--- src/rtl/drive_mode_ctrl.sv ---
// drive_mode_ctrl: top-level mode controller for a camera/IR driven rover.
//
// Ports:
//   clk_50          single clock, all state changes on the rising edge
//   reset           asynchronous active-high reset
//   ir_code         decoded IR button code, used only while ir_valid=1
//   ir_valid        one-cycle strobe marking ir_code valid
//   cam_dir         camera direction: 001 left, 010 right, 011 centre
//   speed           00 slow, 01 medium, 10 fast, 11 stop request
//   orange_detected target (CAM mode) or obstacle (IR mode) present
//   state           IDLE=00, CAM=01, IR=10
//   cam_state       SEARCH=00, FOLLOW=01, PAUSE=11
//   drive_state     motor command, see drive_t
//   sub_reset       one-cycle pulse whenever state or cam_state changes
//   cmd_expired     one-cycle pulse when the IR command hold timer runs out
//
// Every output is a register loaded from the next-state logic, so every
// output reflects the inputs of the previous cycle (1-cycle latency).
module drive_mode_ctrl #(
    parameter int             CMD_W          = 8,
    parameter logic [CMD_W-1:0] CODE_CAM     = 8'h0F,
    parameter logic [CMD_W-1:0] CODE_IR      = 8'h13,
    parameter logic [CMD_W-1:0] CODE_IDLE    = 8'h10,
    parameter int             DETECT_CONFIRM = 4,
    parameter int             LOST_TIMEOUT   = 16,
    parameter int             CMD_HOLD       = 1000
) (
    input  logic             clk_50,
    input  logic             reset,
    input  logic [CMD_W-1:0] ir_code,
    input  logic             ir_valid,
    input  logic [2:0]       cam_dir,
    input  logic [1:0]       speed,
    input  logic             orange_detected,
    output logic [1:0]       state,
    output logic [1:0]       cam_state,
    output logic [3:0]       drive_state,
    output logic             sub_reset,
    output logic             cmd_expired
);

    localparam int DET_W  = $clog2(DETECT_CONFIRM + 1);
    localparam int LOST_W = $clog2(LOST_TIMEOUT + 1);
    localparam int HOLD_W = $clog2(CMD_HOLD + 1);

    // Threshold is "count already seen" so the transition lands on the
    // edge that samples the N-th qualifying cycle.
    localparam logic [DET_W-1:0]  DET_THR  = DET_W'(DETECT_CONFIRM - 1);
    localparam logic [LOST_W-1:0] LOST_THR = LOST_W'(LOST_TIMEOUT - 1);
    localparam logic [DET_W-1:0]  DET_MAX  = '1;
    localparam logic [LOST_W-1:0] LOST_MAX = '1;

    typedef enum logic [1:0] {
        ST_IDLE = 2'b00,
        ST_CAM  = 2'b01,
        ST_IR   = 2'b10
    } top_state_t;

    typedef enum logic [1:0] {
        CS_SEARCH = 2'b00,
        CS_FOLLOW = 2'b01,
        CS_PAUSE  = 2'b11
    } cam_state_t;

    typedef enum logic [3:0] {
        DR_STOP     = 4'd0,
        DR_LEFT     = 4'd1,
        DR_RIGHT    = 4'd2,
        DR_SLOW     = 4'd3,
        DR_MEDIUM   = 4'd4,
        DR_FAST     = 4'd5,
        DR_REVERSE  = 4'd6,
        DR_LREVERSE = 4'd7,
        DR_RREVERSE = 4'd8,
        DR_HARD_L   = 4'd9,
        DR_HARD_R   = 4'd10
    } drive_t;

    top_state_t          state_reg, state_next;
    cam_state_t          cam_reg, cam_next;
    drive_t              drive_reg, drive_next;
    drive_t              cmd_reg, cmd_next;
    logic [DET_W-1:0]    det_reg, det_next;
    logic [LOST_W-1:0]   lost_reg, lost_next;
    logic [HOLD_W-1:0]   hold_reg, hold_next;
    logic                sub_reset_reg, sub_reset_next;
    logic                expired_reg, expired_next;
    logic                code_hit;
    drive_t              code_cmd;

    assign state       = state_reg;
    assign cam_state   = cam_reg;
    assign drive_state = drive_reg;
    assign sub_reset   = sub_reset_reg;
    assign cmd_expired = expired_reg;

    always_ff @(posedge clk_50 or posedge reset) begin
        if (reset) begin
            state_reg     <= ST_IDLE;
            cam_reg       <= CS_PAUSE;
            drive_reg     <= DR_STOP;
            cmd_reg       <= DR_STOP;
            det_reg       <= '0;
            lost_reg      <= '0;
            hold_reg      <= '0;
            sub_reset_reg <= 1'b0;
            expired_reg   <= 1'b0;
        end else begin
            state_reg     <= state_next;
            cam_reg       <= cam_next;
            drive_reg     <= drive_next;
            cmd_reg       <= cmd_next;
            det_reg       <= det_next;
            lost_reg      <= lost_next;
            hold_reg      <= hold_next;
            sub_reset_reg <= sub_reset_next;
            expired_reg   <= expired_next;
        end
    end

    // Top-level mode selection from IR mode codes.
    always_comb begin
        state_next = state_reg;
        case (state_reg)
            ST_IDLE: if (ir_valid) begin
                if (ir_code == CODE_CAM)     state_next = ST_CAM;
                else if (ir_code == CODE_IR) state_next = ST_IR;
            end
            ST_CAM: if (ir_valid) begin
                if (ir_code == CODE_IR)        state_next = ST_IR;
                else if (ir_code == CODE_IDLE) state_next = ST_IDLE;
            end
            ST_IR: if (ir_valid) begin
                if (ir_code == CODE_CAM)       state_next = ST_CAM;
                else if (ir_code == CODE_IDLE) state_next = ST_IDLE;
            end
            default: state_next = ST_IDLE;
        endcase
    end

    // Camera tracking sub-state with debounce counters.
    always_comb begin
        cam_next  = cam_reg;
        det_next  = det_reg;
        lost_next = lost_reg;
        if (state_next != ST_CAM) begin
            cam_next  = CS_PAUSE;
            det_next  = '0;
            lost_next = '0;
        end else begin
            case (cam_reg)
                CS_SEARCH: begin
                    lost_next = '0;
                    if (!orange_detected) begin
                        det_next = '0;
                    end else if (det_reg >= DET_THR) begin
                        cam_next = CS_FOLLOW;
                        det_next = '0;
                    end else if (det_reg != DET_MAX) begin
                        det_next = det_reg + 1'b1;
                    end
                end
                CS_FOLLOW: begin
                    det_next = '0;
                    if (orange_detected) begin
                        lost_next = '0;
                    end else if (lost_reg >= LOST_THR) begin
                        cam_next  = CS_SEARCH;
                        lost_next = '0;
                    end else if (lost_reg != LOST_MAX) begin
                        lost_next = lost_reg + 1'b1;
                    end
                end
                CS_PAUSE: begin
                    cam_next  = CS_SEARCH;
                    det_next  = '0;
                    lost_next = '0;
                end
                default: begin
                    cam_next  = CS_PAUSE;
                    det_next  = '0;
                    lost_next = '0;
                end
            endcase
        end
    end

    // Map IR buttons to drive commands; anything else is not a drive code.
    always_comb begin
        code_hit = ir_valid;
        code_cmd = DR_STOP;
        case (ir_code)
            CMD_W'(8'h0C): code_cmd = DR_STOP;
            CMD_W'(8'h07): code_cmd = DR_LEFT;
            CMD_W'(8'h09): code_cmd = DR_RIGHT;
            CMD_W'(8'h02): code_cmd = DR_FAST;
            CMD_W'(8'h05): code_cmd = DR_MEDIUM;
            CMD_W'(8'h08): code_cmd = DR_SLOW;
            CMD_W'(8'h00): code_cmd = DR_REVERSE;
            CMD_W'(8'h11): code_cmd = DR_LREVERSE;
            CMD_W'(8'h17): code_cmd = DR_RREVERSE;
            default:       code_hit = 1'b0;
        endcase
    end

    // Latched IR command and hold timer. Priority: mode change, then a new
    // load, then countdown; the first two both mask a coincident expiry.
    always_comb begin
        cmd_next     = cmd_reg;
        hold_next    = hold_reg;
        expired_next = 1'b0;
        if (state_next != state_reg) begin
            cmd_next  = DR_STOP;
            hold_next = '0;
        end else if (code_hit) begin
            cmd_next  = code_cmd;
            hold_next = HOLD_W'(CMD_HOLD);
        end else if (hold_reg != '0) begin
            hold_next = hold_reg - 1'b1;
            if (hold_reg == HOLD_W'(1)) begin
                cmd_next     = DR_STOP;
                expired_next = 1'b1;
            end
        end
    end

    // Drive output, evaluated on next-state values so it lines up with the
    // state it is reported with.
    always_comb begin
        drive_next = DR_STOP;
        case (state_next)
            ST_CAM: begin
                if (speed == 2'b11)        drive_next = DR_STOP;
                else if (cam_dir == 3'b010) drive_next = DR_RIGHT;
                else if (cam_dir == 3'b001) drive_next = DR_LEFT;
                else if (cam_dir == 3'b011) begin
                    if (cam_next == CS_SEARCH) begin
                        drive_next = DR_SLOW;
                    end else if (cam_next == CS_FOLLOW) begin
                        case (speed)
                            2'b00:   drive_next = DR_SLOW;
                            2'b01:   drive_next = DR_MEDIUM;
                            default: drive_next = DR_FAST;
                        endcase
                    end
                end
            end
            ST_IR: begin
                if (speed == 2'b11)                             drive_next = DR_STOP;
                else if (orange_detected && cam_dir == 3'b010) drive_next = DR_HARD_L;
                else if (orange_detected && cam_dir == 3'b001) drive_next = DR_HARD_R;
                else if (orange_detected && cam_dir == 3'b011) drive_next = DR_REVERSE;
                else                                            drive_next = cmd_next;
            end
            default: drive_next = DR_STOP;
        endcase
    end

    assign sub_reset_next = (state_next != state_reg) || (cam_next != cam_reg);

endmodule

--- config.mk ---
export PLATFORM = sky130hd
export DESIGN_NAME = drive_mode_ctrl
export DESIGN_NICKNAME = d
export VERILOG_FILES = /design/src/rtl/drive_mode_ctrl.sv
export SDC_FILE = /design/constraint.sdc
export NUM_CORES = 1
export LEC_CHECK = 0
export ABC_AREA = 1
export BUFFER_PORTS_ARGS = -buffer_cell sky130_fd_sc_hd__buf_2
export CORE_MARGIN = 8
export CORE_UTILIZATION = 60
export DETAILED_ROUTE_END_ITERATION = 8
export PLACE_DENSITY_LB_ADDON = 0.1
export SLEW_MARGIN = 20
export SYNTH_ARGS = -nofsm -noshare
export SYNTH_HDL_FRONTEND = slang
export SYNTH_SLANG_ARGS = --single-unit
--- constraint.sdc ---
create_clock -name clk_50 -period 5.1 [get_ports clk_50]
set_input_delay 0.51 -clock clk_50 [delete_from_list [all_inputs] [get_ports clk_50]]
set_output_delay 0.51 -clock clk_50 [all_outputs]
set_load 0.02 [all_outputs]
Yosys cells after proc, flatten, opt, wreduce, memory -nomap -nowiden:

Cells that the tools add are included.

* logic and storage cells: 107
* bits of input ports: 17
* memory bits (read-only): 0
* bits in latches: 0
* bits in writable memories: 0
* register bits after elaboration: 32
* memories: 0

* magnitude comparators: 2
* multiply operators: 0
* shift-type cells: 0
* reduce and logical (&&, ||, !) cells: 12
* eq/ne operators: 31
* muxes and demuxes: 50
* bitwise gates (word level): 0
* div/mod/pow operators: 0
* add/subtract/negate cells: 3

Operators by type and width (count)
* $mux W3: 11
* $eq A8 B4 Y1 const B: 4
* $eq A8 B5 Y1 const B: 4
* $mux W4: 8
* $pmux W4 S8: 1
* $mux W10: 3
* $mux W2: 13
* $mux W5: 5
* $eq A8 B3 Y1 const B: 2
* $ne A5 B5 Y1 const B: 3
* $pmux W2 S3: 2
* $eq A10 B1 Y1 const B: 1
* $eq A2 B1 Y1 const B: 5
* $reduce_bool A10 Y1: 1
* $sub A10 B1 Y10 const B: 1
* $reduce_or A9 Y1: 1
* $eq A2 B2 Y1 const B: 4
* $eq A8 B2 Y1 const B: 1
* $logic_not A2 Y1: 4
* $logic_not A8 Y1: 1
* $pmux W4 S2: 1
* $eq A3 B2 Y1 const B: 2
* $pmux W3 S2: 1
* $add A5 B1 Y5 const B: 1
* other kinds (11): 18

Logic depth before layout (Yosys ltp):

* depth in word-level cells: 15
* depth in mapped cells: 15
* depth with buffers taken out: 15

Worst setup path after synthesis:

No wires, ideal clock.

* path type: input to register
* start point: input ir_code[1]
* end point: register drive_reg[1], in the netlist drive_state[1]
* library setup time: 0.065 ns
* buffers on the path: 0
* arrival time: 1.920 ns
* setup slack: 3.115 ns
* data required time: 5.035 ns
* stages: 14
* path through: nor2_2 > nand2_2 > o21ai_0 > nand2_1 > nand3_1 > nand3_1 > inv_1 > ha_1 > o21ai_0 > inv_1 > nand2_1 > o21ai_0 > nand3_1 > nand2_1

* longest elaborated chain between the ends: 15
* elaborated cells between the ends (all ways): 44
* classes of those cells: eq/ne: 16; mux: 25; reduce/logical: 3

Ends and longest elaborated chain
* start: declaration: line 30 `input logic [CMD_W-1:0] ir_code,`
* $eq A8 B5 Y1 (on tied branches)
* $mux W2 (on tied branches): line 131, 135, 127
* $mux W2 (on tied branches): line 134, 126, 130
* $mux W2 (on tied branches): line 133, 125, 129
* $pmux W2 S3 *: line 124 `case (state_reg)`
* via state_next[1]: line 79 `top_state_t state_reg, state_next;`
* $ne A2 B1 Y1 *: line 146 `if (state_next != ST_CAM) begin`
* $mux W2 *: line 146
* via cam_next[1]: line 80 `cam_state_t cam_reg, cam_next;`
* [1 not listed]
* $mux W3: line 239 `end else if (cam_next == CS_FOLLOW) begin`
* $mux W3 *: line 237 `if (cam_next == CS_SEARCH) begin`
* $mux W3 *: line 236 `else if (cam_dir == 3'b011) begin`
* $mux W3 *: line 235 `else if (cam_dir == 3'b001) drive_next = DR_LEFT;`
* $mux W3 *: line 234 `else if (cam_dir == 3'b010) drive_next = DR_RIGHT;`
* $mux W3 *: line 233 `if (speed == 2'b11) drive_next = DR_STOP;`
* $pmux W4 S2 *: line 231 `case (state_next)`
* via drive_next[1]: line 81 `drive_t drive_reg, drive_next;`
* end signal: assignment: line 111 `drive_reg <= drive_next;`
* end: declaration: line 81

The timed path passes the listed nets; every way through them passes the cells marked *.
A chain may end at the register's enable or synchronous reset.

Worst setup path in the final report:

* start point: input ir_code[2]
* end point: register drive_reg[0], in the netlist drive_state[0]

The elaborated chain is that of the path after synthesis.

==> key figures <==
Run status
  – Run status: finished clean

Synthesis
  – Synth area leaders: dfrtp_1, nand2_1, nor2_1
  – Syn_area_per_cell: 7.06 µm²
  – Yosys top cell area share: 35.1%
  – YS warnings: 0
  – Synth cell types: 29
  – Syn Nets: 330
  – Post-Syn Area: 0.00214 mm²
  – Gate Count Post-Synth: 303
  – Post-synthesis sequential area ratio: 37.6%
  – Top_reg_cell synth: dfrtp_1
  – Async S/R FF share, synth: between 90% and 100%
  – Synth cell count leaders: nand2_1, nor2_1, inv_1, dfrtp_1, a21oi_1
  – Yosys top cell by area: dfrtp_1
  – Synth Register Bits: 32
  – EDFF count, synth: 0
  – Most common cell in the netlist: nand2_1

CTS
  – H-tree depth: 2
  – CTS sink count: 32
  – Clk Latency, worst-skew pair: 0.34 ns
  – Clk slew on worst S/H paths: 0.11 ns
  – Post-cts resize count: 0
  – Num CTS Buffers: 5
  – Longest Clk Path Bufs: 2
  – CTS tree: done
  – Post-CTS setup buffers: 0
  – Hold-fix buffers, CTS: 0
  – Root buffer cell: clkbuf_4

Flow run
  – Max_cap viols: 0

Critical path
  – Reg2Reg Setup Slack: ~3.2 ns
  – Crit end category: flop
  – Crit-path max FO: 6
  – Type of origin of the critical path: input pin
  – Most used cell, CP: nand2_1
  – Critical Path RT: about 5.3 ns
  – Slowest-stage cell, CP: ha_1
  – Max incr delay on CP: 0.27 ns
  – Critical path type: input pin to flop
  – Worst EP arrival: 2.24 ns
  – Cell chain of the critical path: buf_2, nor2_2, nand2_1, nor2_2, o21ai_1, a21oi_1, inv_1, ha_1, o21ai_0, inv_1, nand2_1, nand2_1, nand4_1, nand2_1

Detailed routing
  – DRC: 0
  – Post-detailed-route count of antenna-violating nets: 0
  – DR WL/cell: 11.2 µm
  – Vias per cell: 4.98
  – Initial DRC count: between 60 and 70
  – Routed WL: 4.29 mm
  – Via count of the routed design: 1903
  – TritonRoute pass-1 iters: 7

Placed design
  – Placer Congestion: ~0.83
  – # port buffers: 26
  – Final HPWL DP: 3.47 mm
  – Placed insts: between 300 and 400

Worst hold path
  – Hold Path Class: input pin to asynchronous set/reset pin

Die
  – Die area: between 0.005 and 0.006 mm²
  – Die W: approximately 76 µm
  – Std cell rows: 21
  – I/O pin total: 27
  – Starting Density: 63.1%
  – Core ar.: 0.00339 mm²
  – Vert. Die Dim: 75.7 µm

STA
  – Setup violations, final: 0
  – Part of the cycle the worst path needs: about two fifths
  – Final Hold Viols: 0
  – Fin crit period: ~2.0 ns
  – Skew final: between 0.015 and 0.02 ns
  – RSZ-0062 raised after global routing: no
  – Measured slew at the worst slew-check pin: 0.398 ns
  – Max Freq: 498 MHz
  – Sum Neg Setup Slack: 0 ns
  – Max_slew headroom: 73.5%
  – Slew Viols, Final: 0

Cells and area
  – FF/Latch Area: 803 µm²
  – Area of the multi-input gates: 0.00112 mm²
  – Diodes inserted: 0
  – Nets@finish: 362
  – Largest register FFs: 10
  – Fillers: 299
  – Post-route insts no fill: 382
  – Syn-to-layout area delta: 11.8%
  – Final Util: about 70%
  – Layout cell share with drive strength beyond 1: between 10% and 20%

Global route
  – Overflow left after global routing: 0
  – Largest net degree at the start of global routing: 33
  – Total GRT Usage: approximately 17%
  – First-pass GRT wire length: about 7.5 mm
  – Via count of the first global-routing pass: 1850
  – Initial antenna violation count: 0

Pwr
  – Overall power: 765 µW
  – Leakage: about 1.3 nW
  – Max IR drop VDD: 0.168 mV
  – Power Density: 320 mW/mm²
per-layer routing:
layer | vias up | GRT usage (%) | routed length, µm
li1 | 1013 | - | -
met1 | 860 | 21.3 | 2110
met2 | 25 | 28.9 | 2020
met3 | 5 | 3.16 | 99
met4 | 0 | 5.12 | 55
met5 | - | 0 | 0
final cells by class:
cell class	count	share of cell area, %
flip-flops and latches	32	33.6
well taps	46	2.41
multi-input cells	218	47.0
inverters	51	8.01
repair buffers	27	5.76
clock buffers	6	1.73
clock inverters	2	1.47
placed cells by master (no fill, tap or decap):
cell	n
buf_4	1
a211o_1	1
o211ai_1	2
o21ai_1	2
dfrtp_1	30
xor2_1	8
or2_2	1
clkinv_2	1
a21boi_2	1
nor3_2	1
buf_2	26
o21ai_0	6
o21ai_2	1
ha_1	10
a211oi_1	2
a21oi_2	1
nand3_1	12
dfstp_2	2
nand3_2	1
nand2_2	9
mux2i_1	1
nor2_1	49
nor2_2	7
nand2_1	70
clkbuf_1	1
a21oi_1	15
bufinv_16	1
nand3b_1	2
nand4_1	7
clkbuf_4	5
inv_2	4
nor3_1	9
inv_1	47
worst paths after layout:
| path | startpoint | end | depth (start not counted) |
|---|---|---|---|
| worst min-delay path | reset | cmd_reg[2] | 3 |
| worst max register to register | hold_reg[0] | drive_state[2] | 14 |
| worst max-delay path | ir_code[2] | drive_state[0] | 14 |
| worst min register to register | hold_reg[4] | hold_reg[4] | 1 |
| max in group asynchronous | reset | cam_state[0] | 3 |
| min in group clk_50 | cam_dir[1] | drive_state[0] | 4 |
critical path, delay by kind of cell:
kind	cells	cell delay (ns)
compound gates	3	0.45
buf+inv	3	0.33
fa+ha+maj	1	0.27
simple gates	7	0.69
kinds of logic (layout without fill, tap and decap cells):
group | count (synthesis) | count (layout) | share of synthesized area, %
adder cells (fa/ha/maj) | 10 | 10 | 5.85
AO/OA/AOI/OAI | 31 | 31 | 8.54
AND/OR/NAND/NOR | 168 | 168 | 34.5
flip-flops | 32 | 32 | 37.6
XOR/XNOR | 8 | 8 | 3.28
multiplexers | 1 | 1 | 0.468
buffers and inverters | 53 | 86 | 9.83
stage by stage:
| stage | instance area [µm²] | worst slack, ns | hold WS (ns) |
|---|---|---|---|
| after floorplan | 2140 | 3.11 | 0.471 |
| after global placement | 2310 | 2.80 | 0.491 |
| after detailed placement | 2310 | 2.73 | 0.506 |
| after CTS | 2390 | 3.09 | 0.249 |
| after global routing | 2390 | 2.89 | 0.274 |
| final | 2390 | 3.09 | 0.244 |
power by group:
part | internal [mW] | switching (mW)
clock | 0.103 | 0.0861
combinational | 0.0924 | 0.145
sequential | 0.305 | 0.0335
total | 0.500 | 0.265
(Power assumes the default switching activity.)
